==> src/rtl/ws281x_stream_transmitter.sv <==
// ws281x_stream_transmitter: streaming WS281x/SK6812 pixel serializer with one-deep holding buffer and automatic latch.
// Ports:
//   clkIN        system clock, rising edge
//   nResetIN     asynchronous active-low reset
//   dataIN       pixel word, MSB sent first
//   validIN      dataIN/lastIN valid
//   lastIN       pixel ends the frame
//   readyOUT     holding buffer empty (transfer on validIN && readyOUT)
//   busyOUT      transmitter not idle
//   underrunOUT  one-cycle pulse when a frame ends because the buffer ran dry
//   txOUT        serial line to the strip
module ws281x_stream_transmitter #(
    parameter int CLOCK_SPEED    = 50_000_000,
    parameter int BITS_PER_PIXEL = 24,
    parameter int T0H_NS         = 500,
    parameter int T1H_NS         = 1200,
    parameter int TBIT_NS        = 2500,
    parameter int TRESET_NS      = 50000
) (
    input  logic                      clkIN,
    input  logic                      nResetIN,
    input  logic [BITS_PER_PIXEL-1:0] dataIN,
    input  logic                      validIN,
    input  logic                      lastIN,
    output logic                      readyOUT,
    output logic                      busyOUT,
    output logic                      underrunOUT,
    output logic                      txOUT
);
    localparam longint NS_PER_S   = 1_000_000_000;
    localparam int     T0H_CYC    = int'(longint'(CLOCK_SPEED) * longint'(T0H_NS) / NS_PER_S);
    localparam int     T1H_CYC    = int'(longint'(CLOCK_SPEED) * longint'(T1H_NS) / NS_PER_S);
    localparam int     TBIT_CYC   = int'(longint'(CLOCK_SPEED) * longint'(TBIT_NS) / NS_PER_S);
    localparam int     TRESET_CYC = int'(longint'(CLOCK_SPEED) * longint'(TRESET_NS) / NS_PER_S);
    localparam int     BCW        = $clog2(TBIT_CYC);
    localparam int     LCW        = $clog2(TRESET_CYC + 1);
    localparam int     ICW        = $clog2(BITS_PER_PIXEL + 1);

    if (T0H_CYC < 1 || T0H_CYC >= T1H_CYC || T1H_CYC >= TBIT_CYC || TRESET_CYC < 1
        || BITS_PER_PIXEL < 8 || BITS_PER_PIXEL > 32) begin : g_bad_params
        $error("ws281x_stream_transmitter: illegal timing or pixel width parameters");
    end

    typedef enum logic [1:0] {IDLE, BIT, LATCH} state_t;

    state_t                    state_q, state_d;
    logic [BITS_PER_PIXEL-1:0] buf_data_q, shift_q, shift_d;
    logic                      buf_full_q, buf_last_q, last_q, last_d;
    logic [BCW-1:0]            bit_cnt_q, bit_cnt_d;
    logic [LCW-1:0]            lat_cnt_q, lat_cnt_d;
    logic [ICW-1:0]            idx_q, idx_d;
    logic                      tx_q, tx_d, underrun_q, underrun_d;
    logic                      take, draw, bit_end;
    logic [31:0]               thigh;

    assign take        = validIN & ~buf_full_q;
    assign readyOUT    = ~buf_full_q;
    assign busyOUT     = state_q != IDLE;
    assign underrunOUT = underrun_q;
    assign txOUT       = tx_q;

    // txOUT is registered, so the level is computed from the counter value of the next cycle.
    always_comb begin
        state_d    = state_q;
        shift_d    = shift_q;
        last_d     = last_q;
        bit_cnt_d  = bit_cnt_q;
        lat_cnt_d  = lat_cnt_q;
        idx_d      = idx_q;
        tx_d       = 1'b0;
        underrun_d = 1'b0;
        draw       = 1'b0;
        bit_end    = bit_cnt_q == BCW'(TBIT_CYC - 1);
        thigh      = shift_q[BITS_PER_PIXEL-1] ? 32'(T1H_CYC) : 32'(T0H_CYC);
        case (state_q)
            IDLE: draw = buf_full_q;
            BIT: begin
                if (!bit_end) begin
                    bit_cnt_d = bit_cnt_q + BCW'(1);
                    tx_d      = 32'(bit_cnt_d) < thigh;
                end else if (idx_q != '0) begin
                    bit_cnt_d = '0;
                    idx_d     = idx_q - ICW'(1);
                    shift_d   = shift_q << 1;
                    tx_d      = 1'b1;
                end else if (!last_q && buf_full_q) begin
                    draw = 1'b1;
                end else begin
                    state_d    = LATCH;
                    lat_cnt_d  = '0;
                    underrun_d = ~last_q;
                end
            end
            LATCH: begin
                lat_cnt_d = lat_cnt_q + LCW'(1);
                if (lat_cnt_q == LCW'(TRESET_CYC - 1)) begin
                    state_d   = IDLE;
                    lat_cnt_d = '0;
                end
            end
            default: state_d = IDLE;
        endcase
        // Loading from the buffer starts a pixel whose first bit begins high.
        if (draw) begin
            state_d   = BIT;
            shift_d   = buf_data_q;
            last_d    = buf_last_q;
            idx_d     = ICW'(BITS_PER_PIXEL - 1);
            bit_cnt_d = '0;
            tx_d      = 1'b1;
        end
    end

    always_ff @(posedge clkIN or negedge nResetIN) begin
        if (!nResetIN) begin
            state_q    <= IDLE;
            shift_q    <= '0;
            last_q     <= 1'b0;
            bit_cnt_q  <= '0;
            lat_cnt_q  <= '0;
            idx_q      <= '0;
            tx_q       <= 1'b0;
            underrun_q <= 1'b0;
            buf_data_q <= '0;
            buf_last_q <= 1'b0;
            buf_full_q <= 1'b0;
        end else begin
            state_q    <= state_d;
            shift_q    <= shift_d;
            last_q     <= last_d;
            bit_cnt_q  <= bit_cnt_d;
            lat_cnt_q  <= lat_cnt_d;
            idx_q      <= idx_d;
            tx_q       <= tx_d;
            underrun_q <= underrun_d;
            if (take) begin
                buf_data_q <= dataIN;
                buf_last_q <= lastIN;
            end
            buf_full_q <= take | (buf_full_q & ~draw);
        end
    end
endmodule

==> config.mk <==
export PLATFORM = sky130hd
export DESIGN_NAME = ws281x_stream_transmitter
export DESIGN_NICKNAME = d
export VERILOG_FILES = /design/src/rtl/ws281x_stream_transmitter.sv
export SDC_FILE = /design/constraint.sdc
export NUM_CORES = 1
export LEC_CHECK = 0
export ABC_CLOCK_PERIOD_IN_PS = 5450
export BUFFER_PORTS_ARGS = -buffer_cell sky130_fd_sc_hd__buf_2
export CAP_MARGIN = 10
export CORE_MARGIN = 2
export CORE_UTILIZATION = 65
export DETAILED_ROUTE_END_ITERATION = 10
export PLACE_DENSITY = 0.92
export SYNTH_ARGS = -nofsm -noshare
export SYNTH_HDL_FRONTEND = slang
export SYNTH_SLANG_ARGS = --single-unit
==> constraint.sdc <==
create_clock -name clkIN -period 5.45 [get_ports clkIN]
set_input_delay 0 -clock clkIN [delete_from_list [all_inputs] [get_ports clkIN]]
set_output_delay 0 -clock clkIN [all_outputs]
set_load 0.02 [all_outputs]
Word-level counts from Yosys, hierarchy flattened
Index checks and enable logic that the tools add are counted.

Register bits: 79. Latch bits: 0. Memory bits (writable): 0. Bits in read-only memories: 0. Output and inout port bits: 4. Word-level logic and storage cells: 83. Memories: 0.

Add/sub/neg operators: 3. Multiply operators: 0. Div/mod/pow operators: 0. Magnitude comparators: 1. Equal/unequal tests: 13. Shift-type cells: 0. Mux-type cells: 36. Bitwise operators: 6. Reduce and logical (&&, ||, !) cells: 13.

Operators with widths (count): 2-to-1 mux 24 bit (4); 2-to-1 mux 12 bit (4); 2-to-1 mux 7 bit (4); one-hot mux 12 bit (2 select lines) (1); 2-to-1 mux 5 bit (4); adder 12 x 1 -> 12 bit, second input constant (1); equality test 12 bit, second input constant (1); inequality test 3 bit, second input constant (4); 2-to-1 mux 1 bit (11); 2-to-1 mux 2 bit (5); nonzero test 2 bit (5); inequality test 2 bit, second input constant (4); adder 7 x 1 -> 7 bit, second input constant (1); equality test 7 bit, second input constant (1); less-than comparator 7 x 6 -> 1 bit (1); 2-to-1 mux 6 bit (1); one-hot mux 2 bit (3 select lines) (1); AND reduction 5 bit (1); nonzero test 5 bit (1); subtractor 5 x 1 -> 5 bit, second input constant (1); AND reduction 4 bit (1); inequality test 3 x 2 -> 1 bit, second input constant (1); NOT 1 bit (3); AND reduction 3 bit (1); other kinds (9) (10).

Logic depth before layout (Yosys ltp)
Gate-level depths: netlist (run 1).

Depth in word-level cells: 9. Gate-level depth with buffers: 9. Gate-level depth less buffers: 8.

Least setup slack after synthesis (run 1)
Ideal clock, no wire load.

Path kind: register to register. Start point: register idx_q[0]. End point: register shift_q[10]. Library setup time: 125 ps. Data arrival time: 2314 ps. Data required time: 5325 ps. Slack: 3011 ps. Cell stages (with the launch flop): 10. Clock period less this slack: 2439 ps. Cells stage by stage: dfrtp_1 -> inv_1 -> ha_1 -> or4b_1 -> buf_2 -> or4_4 -> buf_6 -> buf_6 -> a32o_1 -> mux2_4.

Longest elaborated chain between the ends: 6. Elaborated cells on any way between the ends: 9. Classes of those cells: 4 x mux; 5 x reduce/logical.

RTL lines: start, declared (line 51) `logic [ICW-1:0] idx_q, idx_d;`; start signal, assigned (line 133) `idx_q <= idx_d;`; nonzero test 5 bit * (line 81) `end else if (idx_q != '0) begin`; 2-to-1 mux 1 bit (line 81); 2-to-1 mux 1 bit (line 78) `if (!bit_end) begin`; one-hot mux 1 bit (2 select lines) (line 75) `case (state_q)`; nonzero test 2 bit (no line); AND reduction 3 bit (no line); end signal, assigned (line 129) `shift_q <= shift_d;`; end, declared (line 47) `logic [BITS_PER_PIXEL-1:0] buf_data_q, shift_q, shift_d;`.

Mark *: on every way between the ends. The rest lies on a longest branch, timed or not. A chain may end at the register's enable or synchronous reset.

Worst setup path in the final report (run 1)
Start point: register idx_q[1]. End point: register shift_q[5].

The elaborated chain is that of the path after synthesis.

==> impl_metrics.py, run 1 <==
metrics = {
    "pwr": {
        "seqPwrFrac": 0.499,
        "p_comb_frac": 0.187,
        "p_per_area_mw_per_mm2": 312,
        "switching_share": 0.309,
        "ir_drop_mv": 0.256,
        "switchingPower_w": 0.000468,
        "p_clk_frac": 0.314,
        "power.leakage_nw": 2.15,
        "intPower_w": 0.00105,
    },
    "clocking": {
        "clockRootBuffer": "clkbuf_8",
        "clock-sinks": 79,
        "numCtsBuffers": 9,
        "cts_max_path_buffers": 2,
        "cts_max_level": 3,
        "insertion_delay_ns": 0.37,
        "clkTransAtPathRegs_ns": 0.11,
        "tritoncts": "built",
        "cts_resized": 0,
    },
    "routing": {
        "drc": 0,
        "final_antenna_net_count": 0,
        "via_per_inst": 6.47,
        "wire_per_inst_um": 19.8,
        "drt_iter0_drc": 264,
        "wl_um": 9850,
        "firstDrtPassIters": 5,
        "via_count": 3218,
    },
    "sta": {
        "rsz0062_at_grt": "false",
        "finalCriticalPeriod_ns": 2.81,
        "fmax_mhz": 356,
        "fin_skew_ns": 0.0239,
        "setup_viol": 0,
        "setup_ws_ns": 2.64,
        "maxSlewHeadroom": 0.215,
        "setup_tns_ns": 0,
        "tightest_slew_ns": 1.17,
        "period_share": 0.515,
        "slew_violations": 0,
        "finalHoldViolCount": 0,
    },
    "global_route": {
        "grt_use_met1": 0.383,
        "groute.layer.met3.usage": 0.0442,
        "grt.total_usage": 0.295,
        "grt_pass1_wl_um": 16400,
        "antenna_found_initial": 0,
        "use_met2": 0.487,
        "overflow": 0,
        "top_usage_layer": "met2",
        "first_global_vias": 3267,
        "grt_max_degree": 80,
    },
    "cells_and_area": {
        "instances_no_fill": 497,
        "final-seq-area_mm2": 0.00198,
        "drive_above_1_share": 0.269,
        "syn2layout_area_growth_pct": 16.4,
        "nets": 450,
        "n_fill_cell": 372,
        "n_antenna_cell": 0,
        "multiInputGateArea_mm2": 0.00206,
    },
    "yosys": {
        "ys_types": 54,
        "synthAdderAreaFrac": 0.0210,
        "synth_top_family_by_area": "multiplexers",
        "ys_seq_area_frac": 0.473,
        "synth_area_per_cell_um2": 11.5,
        "synth_top_area_frac": 0.473,
        "synth-seq-cells": 79,
        "synth_edf_count": 0,
        "yosysWarnings": 0,
        "synth-xor-area-share": 0.00629,
        "synthesis.instances": 365,
        "synth.cell_area_mm2": 0.00418,
        "ys.flop_type": "dfrtp_1",
        "yosys-top-cells-area": "dfrtp_1, mux2_2, a32o_1",
        "synth_compound_area_frac": 0.155,
        "synth_mux_area_frac": 0.161,
        "synth_nets": 400,
        "yosys.area.top_type": "dfrtp_1",
        "synth_simple_gate_area_frac": 0.142,
        "async_reset_ff_frac": 1.00,
    },
    "setup_path": {
        "worstSetupEndpointType": "flop",
        "crit_family": "compound AO/OA/AOI/OAI gates",
        "critPathBufInv": 1,
        "worstPathArrival_ns": 3.06,
        "crit_type": "reg -> reg",
        "cp_slowest_cell": "a21oi_4",
        "critPathLaunchType": "flop",
        "critical_path_required_ns": 5.70,
        "max_stage_delay_ns": 0.94,
        "worstPathCellList": "inv_1 -> ha_1 -> or4b_1 -> nand4_1 -> a21oi_4 -> mux2_2",
        "crit_path_max_fanout": 26,
    },
    "placed_design": {
        "pre_cts_ws_ns": 2.74,
        "globalplace.congestion": 0.904,
        "portBuffers": 31,
        "placedCellCount": 454,
        "dp_hpwl_um": 5470,
    },
    "run_status": {
        "status": "completed",
    },
    "die": {
        "num_io_pins": 32,
        "initial_utilization": 0.666,
        "die_w_um": 84.2,
        "fp.coreArea_mm2": 0.00628,
        "fp-row-count": 29,
        "die_area_mm2": 0.00709,
        "dieHeight_um": 84.2,
    },
    "flow_run": {
        "drv_cap": 0,
    },
    "hold_path": {
        "hold_path.class": "in -> async",
    },
}
[flip-flops by register name, summed over array words and instances, names as in the netlist]
| name | count |
|---|---|
| bit_cnt_q | 7 |
| buf_last_q | 1 |
| last_q | 1 |
| state_q | 2 |
| lat_cnt_q | 12 |
| idx_q | 5 |
| buf_data_q | 24 |
| buf_full_q | 1 |
| txOUT | 1 |
| underrunOUT | 1 |
| shift_q | 24 |
[power by group through the flow]
stage / Sequential [W] / Combinational, W / Clock [W]
after global placement: 0.000754 / 0.000240 / 0
after CTS: 0.000751 / 0.000277 / 0.000471
after floorplan: 0.000729 / 0.000209 / 0
after detailed placement: 0.000760 / 0.000261 / 0
final: 0.000757 / 0.000284 / 0.000477
after global routing: 0.000769 / 0.000314 / 0.000503
[layer usage]
layer	vias to the layer above	share of wire	routed length, um
met5	-	0	0
met2	111	0.52	5100
li1	1455	-	-
met1	1623	0.41	4040
met4	0	0.034	331
met3	29	0.038	375
[final cells by class]
type	count	share of cell area
clock buffer	9	0.0255
clock inverter	7	0.0188
inverter	16	0.0123
multi-input combinational	247	0.423
sequential	79	0.406
tap	77	0.0198
timing repair buffer	62	0.0941
[cell families after synthesis]
family | Yosys count
and+or+nand+nor | 102
AOI/OAI and AO/OA | 80
DFF | 79
muxes | 55
buffers and inverters | 39
adders and majority gates | 7
xor gates and xnor gates | 3
[placed cells by master (no fill, tap or decap), types with 7 or more instances in the layout]
master         synthesis  final
dfrtp_1               79     79
nor3_1                10     10
mux2_2                35     35
nor2b_1               28     27
o21a_1                 7      7
o21ai_0               18     18
mux2_4                16     16
inv_1                 16     16
dlygate4sd3_1          0     27
nand2_1               15     15
ha_1                   7      7
buf_2                  4     30
a32o_1                24     24
nor2_1                 7      7
clkbuf_8               0      9
[metrics by stage]
step | hold WS [ns] | total power [W] | cell area (um2) | util
global route | 0.406 | 0.00159 | 4870 | 0.775
detailed placement | 0.219 | 0.00102 | 4380 | 0.698
finish | 0.329 | 0.00152 | 4870 | 0.775
floorplan | -0.296 | 0.000938 | 4180 | -
CTS | 0.364 | 0.00150 | 4870 | 0.775
global placement | 0.210 | 0.000994 | 4380 | 0.698
[synthesized netlist by cell type (3+ instances only)]
| library cell | instances |
|---|---|
| nand4_1 | 6 |
| clkbuf_1 | 15 |
| nor2b_1 | 28 |
| and3_1 | 3 |
| buf_6 | 3 |
| nor2_1 | 7 |
| nand2_1 | 15 |
| nor3_1 | 10 |
| o311a_1 | 3 |
| dfrtp_1 | 79 |
| mux2_2 | 35 |
| o21a_1 | 7 |
| nand3_1 | 6 |
| mux2i_1 | 4 |
| buf_2 | 4 |
| a221o_1 | 3 |
| inv_1 | 16 |
| o21ai_0 | 18 |
| a21oi_1 | 4 |
| and2_1 | 3 |
| o21bai_1 | 3 |
| a32o_1 | 24 |
| mux2_4 | 16 |
| nor4_1 | 4 |
| ha_1 | 7 |
| or3_1 | 3 |
| nand2b_1 | 3 |
[timing repair]
action | CTS | global route
buffers inserted | 0 | 0
endpoints found under the hold margin | 105 | 0
hold buffers | 27 | 0
[worst paths after layout]
path,from,to,slack (ns),cells past startpoint
hold reg to reg,shift_q[7],shift_q[7],0.52,1
setup reg to reg,idx_q[1],shift_q[5],2.64,6
min in group clkIN,dataIN[10],buf_data_q[10],0.38,3
hold / removal,nResetIN,shift_q[13],0.33,2
setup / recovery,idx_q[1],shift_q[5],2.64,6
max in group asynchronous,nResetIN,shift_q[20],4.48,2
Power figures use the tool's default switching activity.
==> run 2, diff against run 1 <==
--- a/config.mk
+++ b/config.mk
@@ -5,13 +5,13 @@
 export SDC_FILE = /design/constraint.sdc
 export NUM_CORES = 1
 export LEC_CHECK = 0
-export ABC_CLOCK_PERIOD_IN_PS = 5450
+export ABC_CLOCK_PERIOD_IN_PS = 2800
 export BUFFER_PORTS_ARGS = -buffer_cell sky130_fd_sc_hd__buf_2
 export CAP_MARGIN = 10
 export CORE_MARGIN = 2
-export CORE_UTILIZATION = 65
+export CORE_UTILIZATION = 60
 export DETAILED_ROUTE_END_ITERATION = 10
-export PLACE_DENSITY = 0.92
+export PLACE_DENSITY = 0.87
 export SYNTH_ARGS = -nofsm -noshare
 export SYNTH_HDL_FRONTEND = slang
 export SYNTH_SLANG_ARGS = --single-unit
==> constraint.sdc (replaced) <==
create_clock -name clkIN -period 2.8 [get_ports clkIN]
set_input_delay 0 -clock clkIN [delete_from_list [all_inputs] [get_ports clkIN]]
set_output_delay 0 -clock clkIN [all_outputs]
set_load 0.02 [all_outputs]
==> run 2 against run 1 <==
Effect of this change: power increased by 92%; non-clock buffer count grew 5; count of clock-buffer cells in the layout unchanged; register-to-register slack got worse by 2.4 ns; global-route usage shrank 3.7 points.
==> impl_metrics.py, run 2 (synthesis gave the netlist of run 1 again) <==
metrics = {
    "die": {
        "die_area_mm2": 0.00765,
        "num_io_pins": 32,
        "die_w_um": 87.5,
        "fp-row-count": 30,
        "dieHeight_um": 87.5,
        "fp.coreArea_mm2": 0.00676,
        "initial_utilization": 0.619,
    },
    "placed_design": {
        "globalplace.congestion": 0.883,
        "placedCellCount": 462,
        "dp_hpwl_um": 5400,
        "portBuffers": 31,
        "pre_cts_ws_ns": 0.330,
    },
    "sta": {
        "setup_viol": 0,
        "fin_skew_ns": 0.0178,
        "setup_tns_ns": 0,
        "fmax_mhz": 397,
        "finalHoldViolCount": 0,
        "period_share": 0.901,
        "slew_violations": 0,
        "finalCriticalPeriod_ns": 2.52,
        "rsz0062_at_grt": "false",
        "setup_ws_ns": 0.278,
        "tightest_slew_ns": 0.971,
        "maxSlewHeadroom": 0.352,
    },
    "clocking": {
        "clockRootBuffer": "clkbuf_8",
        "insertion_delay_ns": 0.36,
        "numCtsBuffers": 9,
        "clock-sinks": 79,
        "cts_setup_buffers": 0,
        "cts_max_path_buffers": 2,
        "tritoncts": "built",
        "clkTransAtPathRegs_ns": 0.09,
        "cts_max_level": 3,
    },
    "routing": {
        "wire_per_inst_um": 18.1,
        "wl_um": 9150,
        "drt_iter0_drc": 280,
        "drc": 0,
        "final_antenna_net_count": 0,
        "firstDrtPassIters": 5,
        "via_per_inst": 6.25,
        "via_count": 3154,
    },
    "setup_path": {
        "worstSetupEndpointType": "flop",
        "setup.worst_path.start": "idx_q[0]",
        "max_stage_delay_ns": 0.68,
        "critical_path_required_ns": 3.04,
        "cp_slowest_cell": "or4_4",
        "worstPathArrival_ns": 2.77,
        "reg2reg_depth": 6,
        "crit_type": "reg -> reg",
        "rr_startpoint": "idx_q[0]",
        "r2r_slack_ns": 0.28,
        "critPathLaunchType": "flop",
        "worstPathCellList": "inv_1 -> ha_1 -> or4b_1 -> or4_4 -> a32o_1 -> mux2_4",
        "crit_path_max_fanout": 27,
    },
    "global_route": {
        "antenna_found_initial": 0,
        "grt.total_usage": 0.258,
        "grt_max_degree": 80,
        "first_global_vias": 3103,
        "grt_pass1_wl_um": 15100,
        "overflow": 0,
    },
    "hold_path": {
        "hold_path.class": "in -> async",
    },
    "pwr": {
        "p_total_w": 0.00291,
        "switching_share": 0.299,
        "seqPwrFrac": 0.503,
        "power.leakage_nw": 2.17,
        "switchingPower_w": 0.000871,
        "p_per_area_mw_per_mm2": 593,
        "ir_drop_mv": 0.429,
        "intPower_w": 0.00204,
        "p_comb_frac": 0.185,
        "p_clk_frac": 0.312,
    },
    "cells_and_area": {
        "n_fill_cell": 435,
        "reg_top3": "buf_data_q (24), shift_q (24), lat_cnt_q (12)",
        "nets": 455,
        "n_antenna_cell": 0,
        "drive_above_1_share": 0.278,
        "final_common_cell": "dfrtp_1",
        "final-seq-area_mm2": 0.00198,
        "post-route-util": 0.727,
        "instances_no_fill": 505,
        "syn2layout_area_growth_pct": 17.5,
        "layout_common_cells": "dfrtp_1, mux2_2, buf_2, nor2b_1, dlygate4sd3_1",
        "multiInputGateArea_mm2": 0.00206,
    },
    "run_status": {
        "status": "completed",
    },
    "flow_run": {
        "drv_cap": 0,
    },
}
## run 2: cell count changes in the layout (fill, tap and decap cells not counted)
cell      before  now
inv_6          1    4
buf_12         0    1
buf_4          5    9
clkinv_8       1    0
clkinv_4       2    0
## run 2: stage by stage
step	hold WS (ns)	cell area (um2)
after floorplan	-0.296	4180
after global placement	0.220	4430
after detailed placement	0.225	4430
after CTS	0.384	4910
after global routing	0.400	4910
final	0.315	4910
## run 2: final timing paths
check	end
setup / recovery	shift_q[7]
hold / removal	bit_cnt_q[4]
setup reg to reg	shift_q[7]
hold reg to reg	shift_q[10]
max in group asynchronous	shift_q[22]
min in group clkIN	buf_data_q[19]
## run 2: final cells by class
cell class | instances | area share
Sequential cell | 79 | 0.402
Multi-Input combinational cell | 247 | 0.419
Clock buffer | 9 | 0.0252
Tap cell | 80 | 0.0204
Timing Repair Buffer | 67 | 0.103
Clock inverter | 7 | 0.0171
Inverter | 16 | 0.0122
## run 2: power by group through the flow
stage,logic [W],clock network [W],registers [W]
6_report,0.000538,0.000909,0.00147
5_1_grt,0.000598,0.000982,0.00149
4_1_cts,0.000535,0.000918,0.00146
3_5_place_dp,0.000502,0,0.00148
3_3_place_gp,0.000474,0,0.00147
2_1_floorplan,0.000407,0,0.00142
## run 2: repair_timing
action                    CTS  global route
hold buffers               27             0
gates resized for setup     0             0
hold endpoints to repair  105             0
## run 2: worst max-delay path, delay by kind of cell (launching register included)
family | cells | cell delay [ns]
fa+ha+maj | 1 | 0.15
buf+inv | 1 | 0.10
mux | 1 | 0.27
flops | 1 | 0.41
compound gates | 1 | 0.29
simple gates | 2 | 1.18
## run 2: layer usage
layer | vias up | wire [um] | GRT usage | share of wire
met5 | - | 0 | 0 | 0
met4 | 0 | 197 | 0.109 | 0.022
met3 | 23 | 375 | 0.0408 | 0.041
met2 | 113 | 4620 | 0.417 | 0.50
met1 | 1547 | 3960 | 0.346 | 0.43
li1 | 1471 | - | - | -
